--- src/rtl/lvds_tx_if.sv ---
// FIFO-read and DDR-output signal bundle for the LVDS transmit serializer.
// The master side drives the FIFO status/data; the slave side is the serializer.
interface lvds_tx_if;
    logic        i_enable;
    logic        i_fifo_empty;
    logic [31:0] i_fifo_data;
    logic        o_fifo_pull;
    logic [1:0]  o_ddr_data;
    logic        o_busy;
    logic [7:0]  o_underrun_count;

    modport master (
        output i_enable, i_fifo_empty, i_fifo_data,
        input  o_fifo_pull, o_ddr_data, o_busy, o_underrun_count
    );

    modport slave (
        input  i_enable, i_fifo_empty, i_fifo_data,
        output o_fifo_pull, o_ddr_data, o_busy, o_underrun_count
    );
endinterface

--- src/rtl/lvds_tx.sv ---
// LVDS TX serializer: 32-bit I/Q words out MSB-first as 16 DDR bit-pairs.
// Optional macro LVDS_TX_SYNC_INSERT_EN forces I/Q sync bits into every loaded word.
module lvds_tx #(
    parameter int FIFO_RD_LATENCY = 1
) (
    input  logic     i_ddr_clk,
    input  logic     i_reset,
    lvds_tx_if.slave bus
);
    localparam logic [3:0]  PREFETCH_PAIR = 4'(14 - FIFO_RD_LATENCY);
    localparam logic [31:0] UNDERRUN_WORD = 32'h0;

    typedef enum logic [1:0] {
        ST_IDLE  = 2'd0,
        ST_PRIME = 2'd1,
        ST_RUN   = 2'd2
    } state_t;

    state_t                     r_state;
    state_t                     w_state_next;
    logic                       r_pull;
    logic [FIFO_RD_LATENCY-1:0] r_pull_dly;
    logic [FIFO_RD_LATENCY-1:0] w_pull_dly_next;
    logic [31:0]                r_shift;
    logic [1:0]                 r_ddr;
    logic [3:0]                 r_pair;
    logic                       r_busy;
    logic [7:0]                 r_underrun;
    logic                       w_data_valid;
    logic                       w_outstanding;
    logic                       w_boundary;
    logic                       w_pull_next;
    logic                       w_load;
    logic                       w_underrun;
    logic [31:0]                w_raw_word;
    logic [31:0]                w_load_word;

    // Pull strobe delayed by the FIFO read latency marks the cycle data is valid.
    assign w_pull_dly_next[0] = r_pull;
    genvar gi;
    generate
        for (gi = 1; gi < FIFO_RD_LATENCY; gi++) begin : g_pull_dly
            assign w_pull_dly_next[gi] = r_pull_dly[gi-1];
        end
    endgenerate

    assign w_data_valid  = r_pull_dly[FIFO_RD_LATENCY-1];
    assign w_outstanding = r_pull | (|r_pull_dly);
    assign w_boundary    = (r_state == ST_RUN) && (r_pair == 4'd15);
    assign w_raw_word    = w_data_valid ? bus.i_fifo_data : UNDERRUN_WORD;

`ifdef LVDS_TX_SYNC_INSERT_EN
    assign w_load_word = {2'b10, w_raw_word[29:16], 2'b01, w_raw_word[13:0]};
`else
    assign w_load_word = w_raw_word;
`endif

    always_ff @(posedge i_ddr_clk) begin
        if (i_reset) begin
            r_state <= ST_IDLE;
        end else begin
            r_state <= w_state_next;
        end
    end

    // An outstanding PRIME read is always completed so a pulled word is never lost.
    always_comb begin
        w_state_next = r_state;
        case (r_state)
            ST_IDLE: begin
                if (bus.i_enable) w_state_next = ST_PRIME;
            end
            ST_PRIME: begin
                if (w_data_valid)                          w_state_next = ST_RUN;
                else if (!bus.i_enable && !w_outstanding)  w_state_next = ST_IDLE;
            end
            ST_RUN: begin
                if (w_boundary && !w_data_valid && !bus.i_enable) w_state_next = ST_IDLE;
            end
            default: w_state_next = ST_IDLE;
        endcase
    end

    always_comb begin
        w_pull_next = 1'b0;
        w_load      = 1'b0;
        w_underrun  = 1'b0;
        case (r_state)
            ST_IDLE: begin
                w_pull_next = bus.i_enable && !bus.i_fifo_empty;
            end
            ST_PRIME: begin
                w_pull_next = bus.i_enable && !bus.i_fifo_empty && !w_outstanding;
                w_load      = w_data_valid;
            end
            ST_RUN: begin
                w_pull_next = (r_pair == PREFETCH_PAIR) && bus.i_enable && !bus.i_fifo_empty;
                if (w_boundary) begin
                    w_load     = w_data_valid || bus.i_enable;
                    w_underrun = !w_data_valid && bus.i_enable;
                end
            end
            default: ;
        endcase
    end

    always_ff @(posedge i_ddr_clk) begin
        if (i_reset) begin
            r_pull     <= 1'b0;
            r_pull_dly <= '0;
            r_shift    <= 32'h0;
            r_ddr      <= 2'b00;
            r_pair     <= 4'd0;
            r_busy     <= 1'b0;
            r_underrun <= 8'd0;
        end else begin
            r_pull     <= w_pull_next;
            r_pull_dly <= w_pull_dly_next;
            r_busy     <= (w_state_next != ST_IDLE);
            if (w_load) begin
                r_ddr   <= w_load_word[31:30];
                r_shift <= {w_load_word[29:0], 2'b00};
                r_pair  <= 4'd0;
            end else if (r_state == ST_RUN && !w_boundary) begin
                r_ddr   <= r_shift[31:30];
                r_shift <= {r_shift[29:0], 2'b00};
                r_pair  <= r_pair + 4'd1;
            end else begin
                r_ddr   <= 2'b00;
                r_pair  <= 4'd0;
            end
            if (w_underrun && (r_underrun != 8'hFF)) begin
                r_underrun <= r_underrun + 8'd1;
            end
        end
    end

    assign bus.o_fifo_pull      = r_pull;
    assign bus.o_ddr_data       = r_ddr;
    assign bus.o_busy           = r_busy;
    assign bus.o_underrun_count = r_underrun;
endmodule

--- src/flat_wrapper.sv ---
// flat-port wrapper written by rule: the top's interface ports become plain ports
module lvds_tx_flat 
#(
    parameter int FIFO_RD_LATENCY = 1
)
  (i_ddr_clk, i_reset, bus_i_enable, bus_i_fifo_empty, bus_i_fifo_data, bus_o_fifo_pull, bus_o_ddr_data, bus_o_busy, bus_o_underrun_count);
  lvds_tx_if bus_i ();
  input  logic i_ddr_clk;
  input  logic i_reset;
  input wire logic [$bits(bus_i.i_enable)-1:0] bus_i_enable;
  input wire logic [$bits(bus_i.i_fifo_empty)-1:0] bus_i_fifo_empty;
  input wire logic [$bits(bus_i.i_fifo_data)-1:0] bus_i_fifo_data;
  output wire logic [$bits(bus_i.o_fifo_pull)-1:0] bus_o_fifo_pull;
  output wire logic [$bits(bus_i.o_ddr_data)-1:0] bus_o_ddr_data;
  output wire logic [$bits(bus_i.o_busy)-1:0] bus_o_busy;
  output wire logic [$bits(bus_i.o_underrun_count)-1:0] bus_o_underrun_count;
  assign bus_i.i_enable = bus_i_enable;
  assign bus_i.i_fifo_empty = bus_i_fifo_empty;
  assign bus_i.i_fifo_data = bus_i_fifo_data;
  assign bus_o_fifo_pull = bus_i.o_fifo_pull;
  assign bus_o_ddr_data = bus_i.o_ddr_data;
  assign bus_o_busy = bus_i.o_busy;
  assign bus_o_underrun_count = bus_i.o_underrun_count;
  lvds_tx #(.FIFO_RD_LATENCY(FIFO_RD_LATENCY)) u_core (.i_ddr_clk(i_ddr_clk), .i_reset(i_reset), .bus(bus_i));
endmodule
--- config.mk ---
export PLATFORM = sky130hd
export DESIGN_NAME = lvds_tx_flat
export DESIGN_NICKNAME = d
export VERILOG_FILES = /design/src/rtl/lvds_tx_if.sv /design/src/rtl/lvds_tx.sv /design/src/flat_wrapper.sv
export SDC_FILE = /design/constraint.sdc
export NUM_CORES = 1
export LEC_CHECK = 0
export CELL_PAD_IN_SITES_DETAIL_PLACEMENT = 1
export CELL_PAD_IN_SITES_GLOBAL_PLACEMENT = 1
export CORE_MARGIN = 5
export CORE_UTILIZATION = 42
export CTS_BUF_LIST = sky130_fd_sc_hd__clkbuf_4 sky130_fd_sc_hd__clkbuf_8
export DETAILED_ROUTE_END_ITERATION = 10
export GPL_ROUTABILITY_DRIVEN = 0
export PLACE_DENSITY_LB_ADDON = 0.08
export RECOVER_POWER = 50
export REMOVE_ABC_BUFFERS = 1
export SLEW_MARGIN = 0
export SYNTH_ARGS = -nofsm -noshare
export SYNTH_HDL_FRONTEND = slang
export SYNTH_SLANG_ARGS = --single-unit
--- constraint.sdc ---
create_clock -name i_ddr_clk -period 3.9 [get_ports i_ddr_clk]
set_input_delay 0.39 -clock i_ddr_clk [delete_from_list [all_inputs] [get_ports i_ddr_clk]]
set_output_delay 0.39 -clock i_ddr_clk [all_outputs]
set_load 0.01 [all_outputs]
Word-level counts from Yosys, hierarchy flattened
Index checks and enable logic that the tools add are counted.
{"block": "op_classes", "addsub": 2, "eq_ne": 5, "mux": 15, "bitwise": 2, "reduce_logical": 21}
{"op": "32-bit 2-to-1 mux", "count": 3}
{"op": "2-bit 2-to-1 mux", "count": 6}
{"op": "1-bit logical AND", "count": 11}
{"op": "8-bit by 1-bit adder with 8-bit output (second input constant)", "count": 1}
{"op": "4-bit equality test (second input constant)", "count": 2}
{"op": "8-bit != test (second input constant)", "count": 1}
{"op": "2-bit case mux with 3 select lines", "count": 1}
{"op": "1-bit logical NOT", "count": 5}
{"op": "4-bit by 1-bit adder with 4-bit output (second input constant)", "count": 1}
{"op": "2-bit nonzero test", "count": 2}
{"op": "1-bit 2-to-1 mux", "count": 3}
{"op": "1-bit case mux with 3 select lines", "count": 1}
{"op": "3-bit OR reduction", "count": 1}
{"op": "2-bit by 1-bit equality test with 1-bit output (second input constant)", "count": 1}
{"op": "2-bit equality test (second input constant)", "count": 1}
{"op": "2-bit logical NOT", "count": 1}
{"op": "1-bit case mux with 2 select lines", "count": 1}
{"op": "1-bit logical OR", "count": 1}
{"op": "1-bit inverter", "count": 1}
{"op": "1-bit bitwise OR", "count": 1}
{"block": "word_totals", "register_bits": 49, "inputBits": 36, "output_inout_bits": 12, "word_cells": 53}

Depth between registers and ports, before layout
{"block": "depth", "depth_word": 7, "ltp_mapped": 7, "depth_no_buf": 6}

Least setup slack after synthesis
No wires, ideal clock.
{"block": "synth_path", "path_type": "register to register", "startpoint": "register u_core.r_state[0]", "endpoint": "register u_core.r_underrun[5], in the netlist u_core.bus.o_underrun_count[5]", "setup_time_ps": 121, "t_arrival_ps": 1880, "required_ps": 3779, "setup_slack_ps": 1899, "stages_incl_launch_ff": 8, "path_buffers": 1, "synth_period_minus_slack_ps": 2001, "path_cell_list": "dfxtp_1 -> inv_1 -> ha_1 -> nand4_2 -> or3b_1 -> buf_6 -> nor4_1 -> mux2_2"}
{"block": "synth_via", "elab_chain_len": 5}
{"element": "start, declared", "line_no": "lvds_tx.sv:19", "source": "state_t r_state;"}
{"element": "start signal, assigned", "line_no": "lvds_tx.sv:62", "source": "r_state <= w_state_next;"}
{"element": "2-bit equality test (*)", "line_no": "lvds_tx.sv:49, lvds_tx.sv:88"}
{"element": "1-bit logical AND", "line_no": "lvds_tx.sv:49", "source": "assign w_boundary = (r_state == ST_RUN) && (r_pair == 4'd15);"}
{"element": "1-bit 2-to-1 mux", "line_no": "lvds_tx.sv:98", "source": "if (w_boundary) begin"}
{"element": "1-bit 2-to-1 mux (*)", "line_no": "lvds_tx.sv:88", "source": "case (r_state)"}
{"element": "1-bit logical AND (*)", "line_no": "lvds_tx.sv:132", "source": "if (w_underrun && (r_underrun != 8'hFF)) begin"}
{"element": "end signal, assigned", "line_no": "lvds_tx.sv:133", "source": "r_underrun <= r_underrun + 8'd1;"}
{"element": "end, declared", "line_no": "lvds_tx.sv:28", "source": "logic [7:0] r_underrun;"}
Every way passes the cells marked *; elsewhere a longest branch is shown, timed or not.
A chain may end at the register's enable or synchronous reset.

Worst setup path after layout
Ends and elaborated chain as after synthesis.

==> metrics.md <==
| Metric | Value |
|---|---|
| Status | finished clean |
| Final period util | 70.9% |
| Area Overhead vs Synth | 26.4% |
| Post-CTS Setup Bufs | 0 |
| Crit-path slowest cell | or3b_1 |
| Final setup vio count | 0 |
| Max-Cap Viols | 0 |
| Remaining Overflow, GRT | 0 |
| Hold_ws | approximately 480 ps |
| Unique masters post-synth | between 40 and 50 |
| Final Hold Violating Endpoints | 0 |
| Cells along the critical path | inv_1 > ha_1 > nand4_1 > or3b_1 > nor4_1 > mux2_2 |
| Initial DRC count | 107 |
| Worst EP arrival | roughly 3000 ps |
| Vias per cell | roughly 5.6 |
| Longest Clk Path Bufs | 2 |
| Crit Path Max Fanout | 24 |
| Clk sinks | just under 50 |
| H-tree Lvls | 2 |
| Worst Skew | 8.85 ps |
| Leakage power | approximately 1.1 nW |
| Mapped Area | between 0.002 and 0.0025 mm^2 |
| RSZ-0062 raised after global routing | no |
| N_diodes | 0 |
| Synthesis Warnings | 0 |
| Worst setup margin | 1130 ps |
| Initial Util | a little over two fifths |
| Cts bufs inserted | 5 |
| Clk Tree Root Cell | clkbuf_8 |
| Final Util | a little over half |
| Routed WL | 6250 um |
| Cts repair resizes | 0 |
| Post-detailed-route count of antenna-violating nets | 0 |
| Post-synthesis sequential area ratio | between 40% and 50% |
| Cts hold-fix bufs | 0 |
| Top Ports | 48 |
| Avg Inst Size Synth | 8.63 um^2 |
| Post-synth EDFFs | 0 |
| Post-synthesis async set-or-reset flop share | 0% |
| Via count | between 2000 and 2500 |
| Synthesized instance count | approximately 270 |
| Most common cell after layout, fill and taps aside | dfxtp_1 |
| Kind of critical path | reg2reg |
| Antenna violations before repair | 0 |
| Final HPWL DP | between 4000 and 5000 um |
| Number of port buffers | 47 |
| Die width | roughly 84 um |
| Worst hold path type | reg2reg |
| Fill count | 650 |
| First-pass GRT wire length | 10900 um |
| Max Clk Rate | 362 MHz |
| Max incr delay on CP | a little under 600 ps |
| Required @ worst endpoint | 4100 ps |
| Clk slew on worst S/H paths | around 90 ps |
| Clock latency on the worst-skew pair | ~300 ps |
| Drt wl/cell | between 15 and 20 um |
| #FFs+latches synth | between 40 and 50 |
| Tot GR Track Use | a little under a fifth |
| Dpl cells | between 300 and 400 |
| Ys flop type | dfxtp_1 |
| VDD IR max | between 0.15 and 0.2 mV |
| Non-Filler Instances | 380 |
| CP endpoint kind | flop |
| Num rows | 27 |
| Worst Max-Slew Pin Slew | approximately 940 ps |
| Final #Nets | 350 |
| Final Max Slew Viols | 0 |
| Largest net degree at the start of global routing | 27 |
| Slew margin rel. | 37.2% |
| PwrDens | between 300 and 400 mW/mm^2 |
| CTS tree | done |
| CP top delay family | simple AND/OR/NAND/NOR gates |
| Fraction of final layout cells sized beyond drive strength 1 | 6.82% |
| WP buf/inv | 1 |
| Final TNS setup | 0 ps |
| Worst setup SP type | flop |
| CORE AREA | 0.00541 mm^2 |
| Die area | roughly 0.0070 mm^2 |
| Most frequent cells in the layout | 49 x dfxtp_1, 34 x clkdlybuf4s50_1, 24 x nor2_1 |
| DP Worst Slack | roughly 1200 ps |
| Vias in the first global route | 2221 |
| DRC | 0 |
| Die Y | about 84 um |
| Post-route minimum period | between 2000 and 3000 ps |
| Drt first pass iters | 4 |
==> cells in the mapped netlist, types with 5 or more instances <==
cell type | count | area (um^2)
nand3_1 | 15 | 75.1
o21ai_0 | 15 | 75.1
nand2_1 | 6 | 22.5
nor4_1 | 9 | 56.3
dfxtp_1 | 49 | 981
nor2b_1 | 8 | 50.1
nor3_1 | 13 | 65.1
nand2b_1 | 7 | 43.8
a221o_1 | 12 | 120
o31ai_1 | 5 | 37.5
a21oi_1 | 23 | 115
nor2_1 | 24 | 90.1
a21boi_0 | 11 | 82.6
ha_1 | 7 | 87.6
and3_1 | 9 | 56.3
inv_1 | 7 | 26.3
clkbuf_1 | 13 | 48.8
==> layer usage <==
metal | GRT usage (%) | share of wire (%)
met2 | 32.8 | 49
met5 | 0 | 0
met1 | 24.3 | 46
met3 | 3.55 | 3.7
met4 | 3.95 | 0.88
==> sequential cells by signal (all words and copies together) (netlist names) <==
signal,count
u_core.r_state,2
u_core.bus.o_underrun_count,8
u_core.bus.o_fifo_pull,1
u_core.r_pull_dly,1
u_core.r_pair,4
u_core.bus.o_busy,1
u_core.r_shift,30
u_core.bus.o_ddr_data,2
==> cells by family after synthesis <==
family / Yosys count / synth area share, %
AND/OR/NAND/NOR: 106 / 25.1
XOR/XNOR: 2 / 0.763
flip-flops: 49 / 42.7
buffers and inverters: 25 / 4.53
adder cells (fa/ha/maj): 7 / 3.82
AO/OA/AOI/OAI: 75 / 22.1
multiplexers: 2 / 0.981
==> final timing paths <==
kind / from / endpoint / slack (ps) / depth (start not counted)
worst max-delay path: u_core.r_state[0]$_SDFF_PP0_ / u_core.bus.o_underrun_count[5]$_SDFFE_PP0P_ / 1130 / 6
worst min-delay path: u_core.r_pair[0]$_SDFF_PP0_ / u_core.r_pair[0]$_SDFF_PP0_ / 480 / 1
worst max register to register: u_core.r_state[0]$_SDFF_PP0_ / u_core.bus.o_underrun_count[5]$_SDFFE_PP0P_ / 1130 / 6
worst min register to register: u_core.r_pair[0]$_SDFF_PP0_ / u_core.r_pair[0]$_SDFF_PP0_ / 480 / 1
==> worst register-to-register path, stage by stage (launching register included) <==
cell and delay [ps]:
dfxtp_1 360, inv_1 90, ha_1 570, nand4_1 350, or3b_1 580, nor4_1 340
mux2_2 370
==> layout make-up <==
| cell class | count | area, um^2 | area share [%] |
|---|---|---|---|
| well taps | 72 | 90.1 | 3.11 |
| multi-input cells | 192 | 1210 | 41.7 |
| inverters | 7 | 26.3 | 0.906 |
| clock buffers | 5 | 68.8 | 2.37 |
| repair buffers | 52 | 504 | 17.4 |
| clock inverters | 3 | 21.3 | 0.733 |
| flip-flops and latches | 49 | 981 | 33.8 |
==> power by group <==
part,switching (mW),total [mW],internal [mW],leakage [nW]
combinational,0.0285,0.0733,0.0448,0.645
clock,0.177,0.304,0.128,0.0445
sequential,0.00512,0.509,0.504,0.395
total,0.211,0.887,0.676,1.08
==> per-stage QoR <==
step,power (mW),area [um^2]
floorplan,0.539,2220
global route,0.930,2900
CTS,0.902,2910
detailed placement,0.595,2820
finish,0.887,2900
global placement,0.594,2820
Note: power is estimated with default switching activity, not from simulation.
